**config.mk**
```make
export PLATFORM = sky130hd
export DESIGN_NAME = conv_addr_sequencer
export DESIGN_NICKNAME = d
export VERILOG_FILES = /design/src/rtl/conv_addr_sequencer.sv
export SDC_FILE = /design/constraint.sdc
export NUM_CORES = 1
export LEC_CHECK = 0
export CELL_PAD_IN_SITES_DETAIL_PLACEMENT = 0
export CELL_PAD_IN_SITES_GLOBAL_PLACEMENT = 1
export CORE_UTILIZATION = 44
export CTS_CLUSTER_DIAMETER = 40
export DETAILED_ROUTE_END_ITERATION = 12
export PLACE_DENSITY_LB_ADDON = 0.1
export SYNTH_ARGS = -nofsm -noshare
export SYNTH_HDL_FRONTEND = slang
export SYNTH_SLANG_ARGS = --single-unit
```
**constraint.sdc**
```tcl
create_clock -name clk -period 6.9 [get_ports clk]
set_input_delay 1.035 -clock clk [delete_from_list [all_inputs] [get_ports clk]]
set_output_delay 1.035 -clock clk [all_outputs]
set_load 0.02 [all_outputs]
```
**src/rtl/conv_addr_sequencer.sv**
```systemverilog
// conv_addr_sequencer: loop-nest sequencer for the single-MAC convolution
// datapath. It walks y, x, co, ci, ky, kx and issues one memory-read term per
// non-held RUN cycle. Operand-load, MAC and output-tag controls follow the
// term down a pipeline at fixed offsets of +1, +2 and +3 cycles.
module conv_addr_sequencer #(
  parameter int FEATURE_MAP_WIDTH  = 4,
  parameter int FEATURE_MAP_HEIGHT = 4,
  parameter int INPUT_NB_CHANNELS  = 2,
  parameter int OUTPUT_NB_CHANNELS = 2,
  parameter int KERNEL_SIZE        = 3,
  parameter int IN_ADDR_WIDTH      = 15,
  parameter int K_ADDR_WIDTH       = 9
) (
  input  logic                                    clk,
  input  logic                                    rst_in,
  input  logic                                    start,
  input  logic                                    hold,
  output logic                                    busy,
  output logic                                    done,
  output logic                                    in_read_en,
  output logic [IN_ADDR_WIDTH-1:0]                in_read_addr,
  output logic                                    k_read_en,
  output logic [K_ADDR_WIDTH-1:0]                 k_read_addr,
  output logic                                    write_a,
  output logic                                    write_b,
  output logic                                    a_zero,
  output logic                                    mac_valid,
  output logic                                    mac_accumulate_internal,
  output logic                                    mac_accumulate_with_0,
  output logic                                    output_valid,
  output logic [$clog2(FEATURE_MAP_WIDTH)-1:0]    output_x,
  output logic [$clog2(FEATURE_MAP_HEIGHT)-1:0]   output_y,
  output logic [$clog2(OUTPUT_NB_CHANNELS)-1:0]   output_ch
);

  localparam int W   = FEATURE_MAP_WIDTH;
  localparam int H   = FEATURE_MAP_HEIGHT;
  localparam int CI  = INPUT_NB_CHANNELS;
  localparam int CO  = OUTPUT_NB_CHANNELS;
  localparam int K   = KERNEL_SIZE;
  localparam int P   = (K - 1) / 2;
  localparam int XW  = $clog2(W);
  localparam int YW  = $clog2(H);
  localparam int OW  = $clog2(CO);
  localparam int CIW = (CI > 1) ? $clog2(CI) : 1;
  localparam int KW  = (K > 1) ? $clog2(K) : 1;
  localparam int MW  = (XW > YW) ? ((XW > KW) ? XW : KW) : ((YW > KW) ? YW : KW);
  // One bit of headroom for y+ky plus a sign bit.
  localparam int SW  = MW + 2;

  localparam logic signed [SW-1:0] ZERO_S = SW'(0);
  localparam logic signed [SW-1:0] PAD_S  = SW'(P);
  localparam logic signed [SW-1:0] W_S    = SW'(W);
  localparam logic signed [SW-1:0] H_S    = SW'(H);

  typedef enum logic [1:0] {S_IDLE, S_RUN, S_DRAIN, S_DONE} state_t;

  state_t state_q, state_d;
  logic [1:0]     drain_q, drain_d;
  logic [YW-1:0]  y_q, y_d;
  logic [XW-1:0]  x_q, x_d;
  logic [OW-1:0]  co_q, co_d;
  logic [CIW-1:0] ci_q, ci_d;
  logic [KW-1:0]  ky_q, ky_d, kx_q, kx_d;

  logic                    issue_s, in_bounds_s, first_s, last_s, final_s;
  logic signed [SW-1:0]    iy_s, ix_s;
  logic [IN_ADDR_WIDTH-1:0] in_lin_s;
  logic [K_ADDR_WIDTH-1:0]  k_lin_s;

  // Issue stage (cycle t)
  logic                     in_read_en_q, in_read_en_d, k_read_en_q, k_read_en_d;
  logic [IN_ADDR_WIDTH-1:0] in_read_addr_q, in_read_addr_d;
  logic [K_ADDR_WIDTH-1:0]  k_read_addr_q, k_read_addr_d;
  logic                     pad1_q, pad1_d, first1_q, first1_d, last1_q, last1_d;
  logic [XW-1:0]            x1_q, x1_d, x2_q, x2_d, x3_q, x3_d;
  logic [YW-1:0]            y1_q, y1_d, y2_q, y2_d, y3_q, y3_d;
  logic [OW-1:0]            co1_q, co1_d, co2_q, co2_d, co3_q, co3_d;
  // Operand load stage (t+1)
  logic write_a_q, write_a_d, write_b_q, write_b_d, a_zero_q, a_zero_d;
  logic first2_q, first2_d, last2_q, last2_d;
  // MAC stage (t+2)
  logic mac_valid_q, mac_valid_d, acc_int_q, acc_int_d, acc0_q, acc0_d;
  logic last3_q, last3_d;
  // Output tag stage (t+3)
  logic          output_valid_q, output_valid_d;
  logic [XW-1:0] output_x_q, output_x_d;
  logic [YW-1:0] output_y_q, output_y_d;
  logic [OW-1:0] output_ch_q, output_ch_d;
  logic          busy_q, busy_d, done_q, done_d;

  // Decode the current loop position into a term: padding test, addresses, flags.
  always_comb begin
    issue_s     = (state_q == S_RUN) && !hold;
    iy_s        = $signed({{(SW-YW){1'b0}}, y_q}) + $signed({{(SW-KW){1'b0}}, ky_q}) - PAD_S;
    ix_s        = $signed({{(SW-XW){1'b0}}, x_q}) + $signed({{(SW-KW){1'b0}}, kx_q}) - PAD_S;
    in_bounds_s = (iy_s >= ZERO_S) && (iy_s < H_S) && (ix_s >= ZERO_S) && (ix_s < W_S);
    first_s     = (ci_q == {CIW{1'b0}}) && (ky_q == {KW{1'b0}}) && (kx_q == {KW{1'b0}});
    last_s      = (ci_q == CIW'(CI - 1)) && (ky_q == KW'(K - 1)) && (kx_q == KW'(K - 1));
    final_s     = last_s && (co_q == OW'(CO - 1)) && (x_q == XW'(W - 1)) && (y_q == YW'(H - 1));
    in_lin_s    = IN_ADDR_WIDTH'((32'(iy_s) * 32'(W) + 32'(ix_s)) * 32'(CI) + 32'(ci_q));
    k_lin_s     = K_ADDR_WIDTH'(((32'(co_q) * 32'(CI) + 32'(ci_q)) * 32'(K) + 32'(ky_q)) * 32'(K)
                                + 32'(kx_q));
  end

  // Next state of the FSM and of the loop counters (innermost kx carries outward).
  always_comb begin
    state_d = state_q;
    drain_d = drain_q;
    case (state_q)
      S_IDLE: begin
        if (start) state_d = S_RUN;
        else       state_d = S_IDLE;
      end
      S_RUN: begin
        if (issue_s && final_s) begin
          state_d = S_DRAIN;
          drain_d = 2'd0;
        end else begin
          state_d = S_RUN;
        end
      end
      S_DRAIN: begin
        if (drain_q == 2'd2) state_d = S_DONE;
        else                 drain_d = drain_q + 2'd1;
      end
      S_DONE:  state_d = S_IDLE;
      default: state_d = S_IDLE;
    endcase

    y_d = y_q; x_d = x_q; co_d = co_q; ci_d = ci_q; ky_d = ky_q; kx_d = kx_q;
    if (issue_s) begin
      if (kx_q != KW'(K - 1)) kx_d = kx_q + KW'(1);
      else begin
        kx_d = {KW{1'b0}};
        if (ky_q != KW'(K - 1)) ky_d = ky_q + KW'(1);
        else begin
          ky_d = {KW{1'b0}};
          if (ci_q != CIW'(CI - 1)) ci_d = ci_q + CIW'(1);
          else begin
            ci_d = {CIW{1'b0}};
            if (co_q != OW'(CO - 1)) co_d = co_q + OW'(1);
            else begin
              co_d = {OW{1'b0}};
              if (x_q != XW'(W - 1)) x_d = x_q + XW'(1);
              else begin
                x_d = {XW{1'b0}};
                if (y_q != YW'(H - 1)) y_d = y_q + YW'(1);
                else                   y_d = {YW{1'b0}};
              end
            end
          end
        end
      end
    end else begin
      kx_d = kx_q;
    end
  end

  // Pipeline next values: each stage forwards the term's flags and coordinates.
  always_comb begin
    in_read_en_d   = issue_s && in_bounds_s;
    in_read_addr_d = (issue_s && in_bounds_s) ? in_lin_s : {IN_ADDR_WIDTH{1'b0}};
    k_read_en_d    = issue_s;
    k_read_addr_d  = issue_s ? k_lin_s : {K_ADDR_WIDTH{1'b0}};
    pad1_d         = issue_s && !in_bounds_s;
    first1_d       = issue_s && first_s;
    last1_d        = issue_s && last_s;
    x1_d           = issue_s ? x_q  : {XW{1'b0}};
    y1_d           = issue_s ? y_q  : {YW{1'b0}};
    co1_d          = issue_s ? co_q : {OW{1'b0}};

    write_a_d = k_read_en_q;
    write_b_d = k_read_en_q;
    a_zero_d  = pad1_q;
    first2_d  = first1_q;
    last2_d   = last1_q;
    x2_d      = x1_q;
    y2_d      = y1_q;
    co2_d     = co1_q;

    mac_valid_d = write_a_q;
    acc0_d      = write_a_q && first2_q;
    acc_int_d   = write_a_q && !first2_q;
    last3_d     = last2_q;
    x3_d        = x2_q;
    y3_d        = y2_q;
    co3_d       = co2_q;

    output_valid_d = last3_q;
    output_x_d     = last3_q ? x3_q  : {XW{1'b0}};
    output_y_d     = last3_q ? y3_q  : {YW{1'b0}};
    output_ch_d    = last3_q ? co3_q : {OW{1'b0}};

    if (state_q == S_DONE) busy_d = 1'b0;
    else if (issue_s)      busy_d = 1'b1;
    else                   busy_d = busy_q;
    done_d = (state_q == S_DONE);
  end

  // FSM state and loop counters.
  always_ff @(posedge clk) begin
    if (rst_in) begin
      state_q <= S_IDLE;
      drain_q <= 2'd0;
      y_q     <= {YW{1'b0}};
      x_q     <= {XW{1'b0}};
      co_q    <= {OW{1'b0}};
      ci_q    <= {CIW{1'b0}};
      ky_q    <= {KW{1'b0}};
      kx_q    <= {KW{1'b0}};
    end else begin
      state_q <= state_d;
      drain_q <= drain_d;
      y_q     <= y_d;
      x_q     <= x_d;
      co_q    <= co_d;
      ci_q    <= ci_d;
      ky_q    <= ky_d;
      kx_q    <= kx_d;
    end
  end

  // Pipeline registers and registered outputs.
  always_ff @(posedge clk) begin
    if (rst_in) begin
      in_read_en_q   <= 1'b0;
      in_read_addr_q <= {IN_ADDR_WIDTH{1'b0}};
      k_read_en_q    <= 1'b0;
      k_read_addr_q  <= {K_ADDR_WIDTH{1'b0}};
      pad1_q <= 1'b0; first1_q <= 1'b0; last1_q <= 1'b0;
      x1_q <= {XW{1'b0}}; y1_q <= {YW{1'b0}}; co1_q <= {OW{1'b0}};
      write_a_q <= 1'b0; write_b_q <= 1'b0; a_zero_q <= 1'b0;
      first2_q <= 1'b0; last2_q <= 1'b0;
      x2_q <= {XW{1'b0}}; y2_q <= {YW{1'b0}}; co2_q <= {OW{1'b0}};
      mac_valid_q <= 1'b0; acc0_q <= 1'b0; acc_int_q <= 1'b0; last3_q <= 1'b0;
      x3_q <= {XW{1'b0}}; y3_q <= {YW{1'b0}}; co3_q <= {OW{1'b0}};
      output_valid_q <= 1'b0;
      output_x_q <= {XW{1'b0}}; output_y_q <= {YW{1'b0}}; output_ch_q <= {OW{1'b0}};
      busy_q <= 1'b0;
      done_q <= 1'b0;
    end else begin
      in_read_en_q   <= in_read_en_d;
      in_read_addr_q <= in_read_addr_d;
      k_read_en_q    <= k_read_en_d;
      k_read_addr_q  <= k_read_addr_d;
      pad1_q <= pad1_d; first1_q <= first1_d; last1_q <= last1_d;
      x1_q <= x1_d; y1_q <= y1_d; co1_q <= co1_d;
      write_a_q <= write_a_d; write_b_q <= write_b_d; a_zero_q <= a_zero_d;
      first2_q <= first2_d; last2_q <= last2_d;
      x2_q <= x2_d; y2_q <= y2_d; co2_q <= co2_d;
      mac_valid_q <= mac_valid_d; acc0_q <= acc0_d; acc_int_q <= acc_int_d; last3_q <= last3_d;
      x3_q <= x3_d; y3_q <= y3_d; co3_q <= co3_d;
      output_valid_q <= output_valid_d;
      output_x_q <= output_x_d; output_y_q <= output_y_d; output_ch_q <= output_ch_d;
      busy_q <= busy_d;
      done_q <= done_d;
    end
  end

  assign busy                    = busy_q;
  assign done                    = done_q;
  assign in_read_en              = in_read_en_q;
  assign in_read_addr            = in_read_addr_q;
  assign k_read_en               = k_read_en_q;
  assign k_read_addr             = k_read_addr_q;
  assign write_a                 = write_a_q;
  assign write_b                 = write_b_q;
  assign a_zero                  = a_zero_q;
  assign mac_valid               = mac_valid_q;
  assign mac_accumulate_internal = acc_int_q;
  assign mac_accumulate_with_0   = acc0_q;
  assign output_valid            = output_valid_q;
  assign output_x                = output_x_q;
  assign output_y                = output_y_q;
  assign output_ch               = output_ch_q;

endmodule

```
======== After elaboration in Yosys (flattened, before gate mapping) ========
Index checks and enable logic that the tools add are counted.
storage, ports and cells
  bits in registers ....................... 74
  bits of input ports ..................... 4
cells by class
  $lt $le $gt $ge ......................... 4
  equality and inequality tests ........... 15
  $mul .................................... 2
  reductions and logical operators ........ 35
  $add $sub $neg .......................... 16
  multiplexer cells ....................... 13
  bitwise logic cells ..................... 7
operators by type and width
  cell                   count
  $add A8 B2 Y9          2
  $logic_and A1 B1 Y1    18
  $mux W2                8
  $eq A2 B2 Y1 const B   7
  $ne A2 B2 Y1 const B   6
  $add A2 B1 Y2 const B  5
  $ge A4 B1 Y1 const B   2
  $lt A4 B4 Y1 const B   2
  $mul A6 B2 Y8 const B  1
  $pmux W2 S4            1
  $reduce_or A2 Y1       4
  $sub A3 B1 Y4 const B  2
  $add A6 B4 Y7          1
  $not A1 Y1             7
  $add A2 B2 Y3          2
  $add A5 B2 Y6          1
  $logic_not A2 Y1       3
  $reduce_and A3 Y1      2
  $reduce_and A6 Y1      1
  $mul A3 B2 Y5 const B  1
  $reduce_and A5 Y1      1
  $pmux W2 S2            1
  $reduce_and A4 Y1      1
  $add A2 B1 Y3          1
  other kinds (7)        12

======== Longest topological paths before layout ========
Gate-level depths: netlist of run 1.
  word-level depth ........................ 9
  mapped depth ............................ 14

======== Worst setup path before layout of run 1 ========
No wires, ideal clock.
  path type ............................... reg-to-reg
  start point ............................. reg ci_q
  end point ............................... reg k_read_addr_q[4] (netlist: k_read_addr[4])
  cell stages (with the launch flop) ...... 14
  path buffers ............................ 0
  slack ................................... 3.937 ns
  library setup time ...................... 0.114 ns
  arrival ................................. 2.848 ns
  cells stage by stage .................... dfxtp_1 -> inv_1 -> fa_1 -> inv_1 -> ha_1 -> inv_1 -> fa_1 -> inv_1 -> ha_1 -> ha_1 -> a21o_1 -> a21oi_1 -> xor2_1 -> nor2_1
on the way
  word-level cells in the longest chain between the ends .. 5
ends and longest elaborated chain
  item                    line  source
  start, declared         63    logic [CIW-1:0] ci_q, ci_d;
  start signal, assigned  209   ci_q <= {CIW{1'b0}};
  start signal, assigned  218   ci_q <= ci_d;
  $add A2 B1 Y3           102   k_lin_s = K_ADDR_WIDTH'(((32'(co_q) * 32'(CI) + 32'(ci_q)) * 32'(K) + 32'(ky_q)) * 32'(K)
  $mul A3 B2 Y5           102
  $add A5 B2 Y6           102
  $mul A6 B2 Y8           102
  $add A8 B2 Y9           103   + 32'(kx_q));
  end signal, assigned    230   k_read_addr_q <= {K_ADDR_WIDTH{1'b0}};
  end signal, assigned    246   k_read_addr_q <= k_read_addr_d;
  end, declared           74    logic [K_ADDR_WIDTH-1:0] k_read_addr_q, k_read_addr_d;
Every way passes these cells.
A chain may end at the register's enable or synchronous reset.

======== Final worst setup path of run 1 ========
  start point ............................. reg ci_q
  end point ............................... reg k_read_addr_q[5] (netlist: k_read_addr[5])
Same word-level chain as after synthesis.

==> out/metrics.csv, run 1 <==
stage,metric,value,unit
clock_tree,cts.clk_slew.worst_paths,0.07,ns
placed_design,hpwl,3.09,mm
logic_synthesis,yosysTopAreaCell,dfxtp_1,
layout,drive_gt1_share,8.54,%
logic_synthesis,yosysMostFrequentCell,dfxtp_1,
logic_synthesis,netlist_top_cells_count,"dfxtp_1 (64), inv_1 (37), ha_1 (30)",
clock_tree,postCtsResizedCells,0,
routing,postRouteWirelength,4.29,mm
hold_path,whs_endpoint,mac_accumulate_internal,
layout,largest_reg_flops,8,
clock_tree,cts_hold_buf,0,
logic_synthesis,ys_async_sr_fraction,0,%
job,drv_cap,0,
logic_synthesis,syn_inst,273,
worst_setup_path,worstSetupEndpointType,flop,
logic_synthesis,syn_area_per_cell,10.0,um2
floorplan,start_util,45.8,%
power,p_leak,0.00144,uW
logic_synthesis,yosysSeqAreaShare,46.9,%
clock_tree,cts_setup_buffers,0,
worst_setup_path,rr_worst_depth,12,
hold_path,min_path_cells,1,
routing,ant_nets,0,
run_status,status,"complete, no violations",
routing,first_iter_violations,51,
global_routing,grt_max_degree,38,
logic_synthesis,ys.warnings.count,0,
sta,post-route-period-util,45.9,%
routing,wire_per_inst,11.0,um
hold_path,holdCritPathClass,reg -> reg,
logic_synthesis,ys_types,38,
global_routing,grt_pass1_vias,1601,
floorplan,die_width,80.8,um
global_routing,grt_pass1_wl,7.27,mm
routing,dr.pass1.iters,4,
sta,layout_min_cycle_time,3.17,ns
layout,area_growth,23.0,%
logic_synthesis,synth-edff-count,0,
clock_tree,cts_root_buf,clkbuf_8,
clock_tree,cts_buffers,9,
worst_setup_path,crit_fanout,7,
logic_synthesis,synth-seq-cells,64,
floorplan,core_area,5960,um2
sta,tns,0,ns
routing,drc,0,
global_routing,grt_overflow,0,
worst_setup_path,crit_type,reg -> reg,
worst_setup_path,cp-startpoint,ci_q,
routing,num_vias,1780,
clock_tree,ctsHtreeMaxLevel,3,
layout,fillers,568,
floorplan,fp.dieH,80.8,um
worst_setup_path,worstReg2RegStart,ci_q,
clock_tree,clock_latency,0.34,ns
hold_path,min-delay-start,first2_q,
floorplan,die_area,6520,um2
worst_setup_path,r2r_slack,3.73,ns
routing,routed_via_density,4.55,
sta,maxSlewViolCount,0,
logic_synthesis,synthTopCellsByArea,"dfxtp_1 (47%), ha_1 (14%), inv_1 (5.1%), nor2b_1 (4.8%), fa_1 (3.7%)",
sta,setup_viol,0,
global_routing,gr-usage-all-layers,15.4,%
worst_setup_path,cp-start-kind,flop,
sta,hold_violations,0,
power,vdd_drop_max,0.000131,V
layout,final_nets,350,
clock_tree,clk_path_buf_depth,2,
logic_synthesis,synth_top_area_share,46.9,%
logic_synthesis,ys.flop_type,dfxtp_1,
power,p_total,767,uW
power,powerDensity,228,nW/um2
placed_design,numPortBuffers,40,
floorplan,io_pins,44,
clock_tree,cts_tree,done,
global_routing,antenna_found_initial,0,
worst_setup_path,rr_endpoint,k_read_addr[5],
clock_tree,cts_num_sinks,64,
layout,antenna_cells,0,
sta,skew,0.00812,ns
worst_setup_path,required,7.12,ns
sta,rsz0062_at_grt,no,
logic_synthesis,netlist_area,2730,um2
worst_setup_path,crit_arrival,3.39,ns
placed_design,gp_congestion,0.759,
floorplan,rows,28,
sta,max_freq,315,MHz
-- area by class of cell --
class	instances	area, um2	share of cell area (%)
clock buffer	9	124	3.69
clock inverter	7	103	3.06
inverter	38	144	4.29
multi-input combinational	157	1200	35.9
sequential	64	1280	38.2
tap	75	93.8	2.80
timing repair buffer	41	408	12.2
-- worst max path at each step --
stage,to,cells after the start,slack [ns]
finish,k_read_addr[5],12,3.73
global route,k_read_addr[4],13,3.49
global placement,k_read_addr[4],13,3.81
detailed placement,k_read_addr[5],12,3.75
CTS,k_read_addr[4],13,3.72
floorplan,k_read_addr[4],13,3.94
-- through the flow --
step                      cells  utilization [%]  cell area (um2)  hold slack [ns]  setup slack, ns
after floorplan             275                -             2740            0.383             3.94
final                       391             56.4             3360            0.402             3.73
after global routing        391             56.4             3360            0.431             3.49
after CTS                   391             56.4             3360            0.405             3.72
after global placement      375             52.6             3130            0.392             3.81
after detailed placement    375             52.6             3130            0.394             3.75
-- cells in the final DEF (no fill, tap or decap), types with 4 or more instances in the layout --
| cell type | n |
|---|---|
| and2_1 | 9 |
| clkdlybuf4s50_1 | 40 |
| clkbuf_8 | 9 |
| fa_1 | 5 |
| nor2b_1 | 21 |
| nand2_1 | 9 |
| nor3_1 | 4 |
| ha_1 | 30 |
| inv_1 | 37 |
| a21oi_1 | 11 |
| dfxtp_1 | 64 |
| nor2_1 | 22 |
| nand3_1 | 6 |
-- metal layers --
layer,global-route usage (%),part of all wire (%)
met3,4.04,5.1
met1,19.0,48
met2,24.0,45
met5,0,0
met4,9.64,1.8
-- critical path, cell delays in order (launching register included) --
cell,delay [ns]
dfxtp_1,0.47
inv_1,0.11
fa_1,0.45
inv_1,0.07
ha_1,0.14
inv_1,0.05
fa_1,0.52
inv_1,0.07
ha_1,0.32
fa_1,0.47
a21o_1,0.19
a21oi_1,0.14
nor2_1,0.05
-- cell families after synthesis --
| family | after synthesis | synth area share, % |
|---|---|---|
| mux | 3 | 1.10 |
| fa+ha+maj | 35 | 17.4 |
| simple gates | 91 | 19.1 |
| xor+xnor | 4 | 1.28 |
| buf+inv | 54 | 9.26 |
| flops | 64 | 46.9 |
| other cells | 1 | 0.137 |
| compound gates | 21 | 4.77 |
-- where the power goes --
part           leakage, uW  switching, uW  total (uW)  internal, uW
clock             0.000110            154         361           207
combinational     0.000812           18.7        31.9          13.2
sequential        0.000516           2.08         374           372
Note: power is estimated with default switching activity, not from simulation.
==> inputs of run 2 (changes only) <==
- CORE_UTILIZATION: 44 -> 41
- clock period: 6.9 -> 3.1 ns (I/O delays scaled with it)
==> run 2 against run 1 <==
Effect of this change: total power increased by 120%; die area up 7.1%; first-iteration DRC count shrank 25%; cell count up 2.0%; sequential power rose by 120%; largest cell class unchanged.
==> out/metrics.csv, run 2 (same netlist as run 1, synthesis figures left out) <==
stage,metric,value,unit,change
routing,wire_per_inst,11.3,um,+3.1%
clock_tree,clock_latency,0.35,ns,about the same
hold_path,holdCritPathClass,reg -> reg,,
placed_design,placed_area,3180,um2,+1.5%
floorplan,rows,29,,+3.6%
routing,wl_met2,2.12,mm,+9.6%
clock_tree,cts.clk_slew.worst_paths,0.07,ns,about the same
worst_setup_path,crit_family,adder cells,,
routing,drc,0,,unchanged
routing,met3_length,188,um,-13%
layout,final_nets,356,,+1.7%
power,p_leak,0.00147,uW,+2.3%
clock_tree,ctsHtreeMaxLevel,3,,unchanged
clock_tree,cts_hold_buf,0,,unchanged
layout,fin_cells,399,,+2.0%
worst_setup_path,crit_type,reg -> reg,,
sta,tns,0,ns,unchanged
power,vdd_drop_max,0.000336,V,+160%
layout,drive_gt1_share,10.2,%,+1.7 points
clock_tree,postCtsResizedCells,0,,unchanged
power,powerDensity,505,nW/um2,+120%
worst_setup_path,cp-start-kind,flop,,
placed_design,hpwl,3.21,mm,+3.9%
floorplan,start_util,42.8,%,-3.1 points
job,drv_cap,0,,unchanged
sta,setup_viol,0,,unchanged
worst_setup_path,required,3.34,ns,-3.78 ns
worst_setup_path,worstSetupEndpointType,flop,,
floorplan,fp.dieH,83.6,um,+3.5%
worst_setup_path,crit_arrival,3.19,ns,-0.20 ns
global_routing,grt_pass1_vias,1678,,+4.8%
routing,postRouteWirelength,4.52,mm,+5.2%
sta,max_freq,339,MHz,+7.5%
routing,dr.pass1.iters,4,,unchanged
routing,ant_nets,0,,unchanged
layout,fin_area,3410,um2,+1.5%
global_routing,gr-usage-all-layers,14.6,%,-0.85 points
layout,final_common_cell,dfxtp_1,,
global_routing,antenna_found_initial,0,,unchanged
power,p_total,1720,uW,+120%
placed_design,gp_congestion,0.769,,+1.3%
worst_setup_path,path_cells,"inv_1, fa_1, inv_1, ha_1, inv_1, fa_1, inv_1, ha_1, ha_1, a21o_1, a21oi_1, xor2_1, nor2_1",,
layout,antenna_cells,0,,unchanged
sta,whs,0.405,ns,+0.00341 ns
run_status,status,"complete, no violations",,
layout,mostFrequentLayoutCells,"dfxtp_1 (64), clkdlybuf4s50_1 (40), inv_1 (37)",,
worst_setup_path,slowest_delay,0.54,ns,+0.02 ns
sta,post-route-period-util,95.2,%,+49 points
floorplan,io_pins,44,,unchanged
sta,hold_violations,0,,unchanged
routing,maxUsedRoutingLayer,met4,,
clock_tree,cts_tree,done,,
clock_tree,cts_buffers,9,,unchanged
floorplan,die_width,83.6,um,+3.5%
floorplan,core_area,6390,um2,+7.2%
sta,layout_min_cycle_time,2.95,ns,-0.220 ns
layout,area_growth,24.7,%,
routing,routed_via_density,4.52,,-0.63%
clock_tree,clk_path_buf_depth,2,,unchanged
global_routing,grt_max_degree,37,,-2.6%
routing,drt-met1-wl,2.11,mm,+2.6%
routing,first_iter_violations,38,,-25%
placed_design,numPortBuffers,40,,unchanged
sta,rsz0062_at_grt,no,,
clock_tree,cts_num_sinks,64,,unchanged
global_routing,grt_overflow,0,,unchanged
layout,largest_reg_flops,8,,unchanged
sta,skew,0.00985,ns,+0.00173 ns
floorplan,die_area,6990,um2,+7.1%
worst_setup_path,crit_fanout,2,,-5
worst_setup_path,crit_top_cell,inv_1,,
placed_design,dp_cells,383,,+2.1%
worst_setup_path,cp_slowest_cell,fa_1,,
clock_tree,cts_setup_buffers,0,,unchanged
sta,maxSlewViolCount,0,,unchanged
clock_tree,cts_root_buf,clkbuf_8,,
worst_setup_path,path_buf_inv,4,,unchanged
routing,num_vias,1805,,+1.4%
global_routing,grt_pass1_wl,7.70,mm,+6.0%
run 2: changes by cell type in the layout (fill, tap and decap cells not counted), sizes merged:
cell      change
buf           +6
clkinvlp      -1
clkinv        +1
run 2: layout make-up:
class,count,area (um2)
repair buffers,47,453
well taps,77,96.3
fillers,599,2980
inverters,38,144
flip-flops and latches,64,1280
multi-input cells,157,1200
clock inverters,7,104
clock buffers,9,124
run 2: through the flow:
stage | utilization, % | worst slack [ns]
CTS | 53.3 | 0.130
floorplan | - | 0.137
finish | 53.3 | 0.150
detailed placement | 49.8 | 0.125
global placement | 49.8 | 0.193
global route | 53.3 | 0.00353
run 2: final timing paths:
kind / to / depth (start not counted) / slack, ns / start
hold / removal: mac_accumulate_internal / 1 / 0.41 / first2_q
setup / recovery: k_read_addr[4] / 13 / 0.15 / co_q
setup reg to reg: k_read_addr[4] / 13 / 0.15 / co_q
hold reg to reg: mac_accumulate_internal / 1 / 0.41 / first2_q
run 2: per-layer routing:
layer	vias up	global-route usage [%]
met4	0	8.78
met5	-	0
met2	39	22.2
met3	7	5.44
met1	817	17.4
li1	942	-
run 2: worst register-to-register path, cell delays in order (launching register included):
cell and delay (ns):
dfxtp_1 0.33, inv_1 0.07, fa_1 0.54, inv_1 0.04, ha_1 0.18, inv_1 0.06
fa_1 0.43, inv_1 0.10, ha_1 0.26, ha_1 0.30, a21o_1 0.17, a21oi_1 0.17
xor2_1 0.15, nor2_1 0.05
run 2: report_power, final:
part           leakage (uW)  internal, uW  switching [uW]
combinational      0.000841          29.8            42.1
clock              0.000114           462             352
sequential         0.000516           827            5.35
total               0.00147          1320             400
==> inputs of run 3 (changes only) <==
- SLEW_MARGIN: unset -> 20
==> results of run 3 <==
Final layout, timing and power as in run 2 (identical DEF).
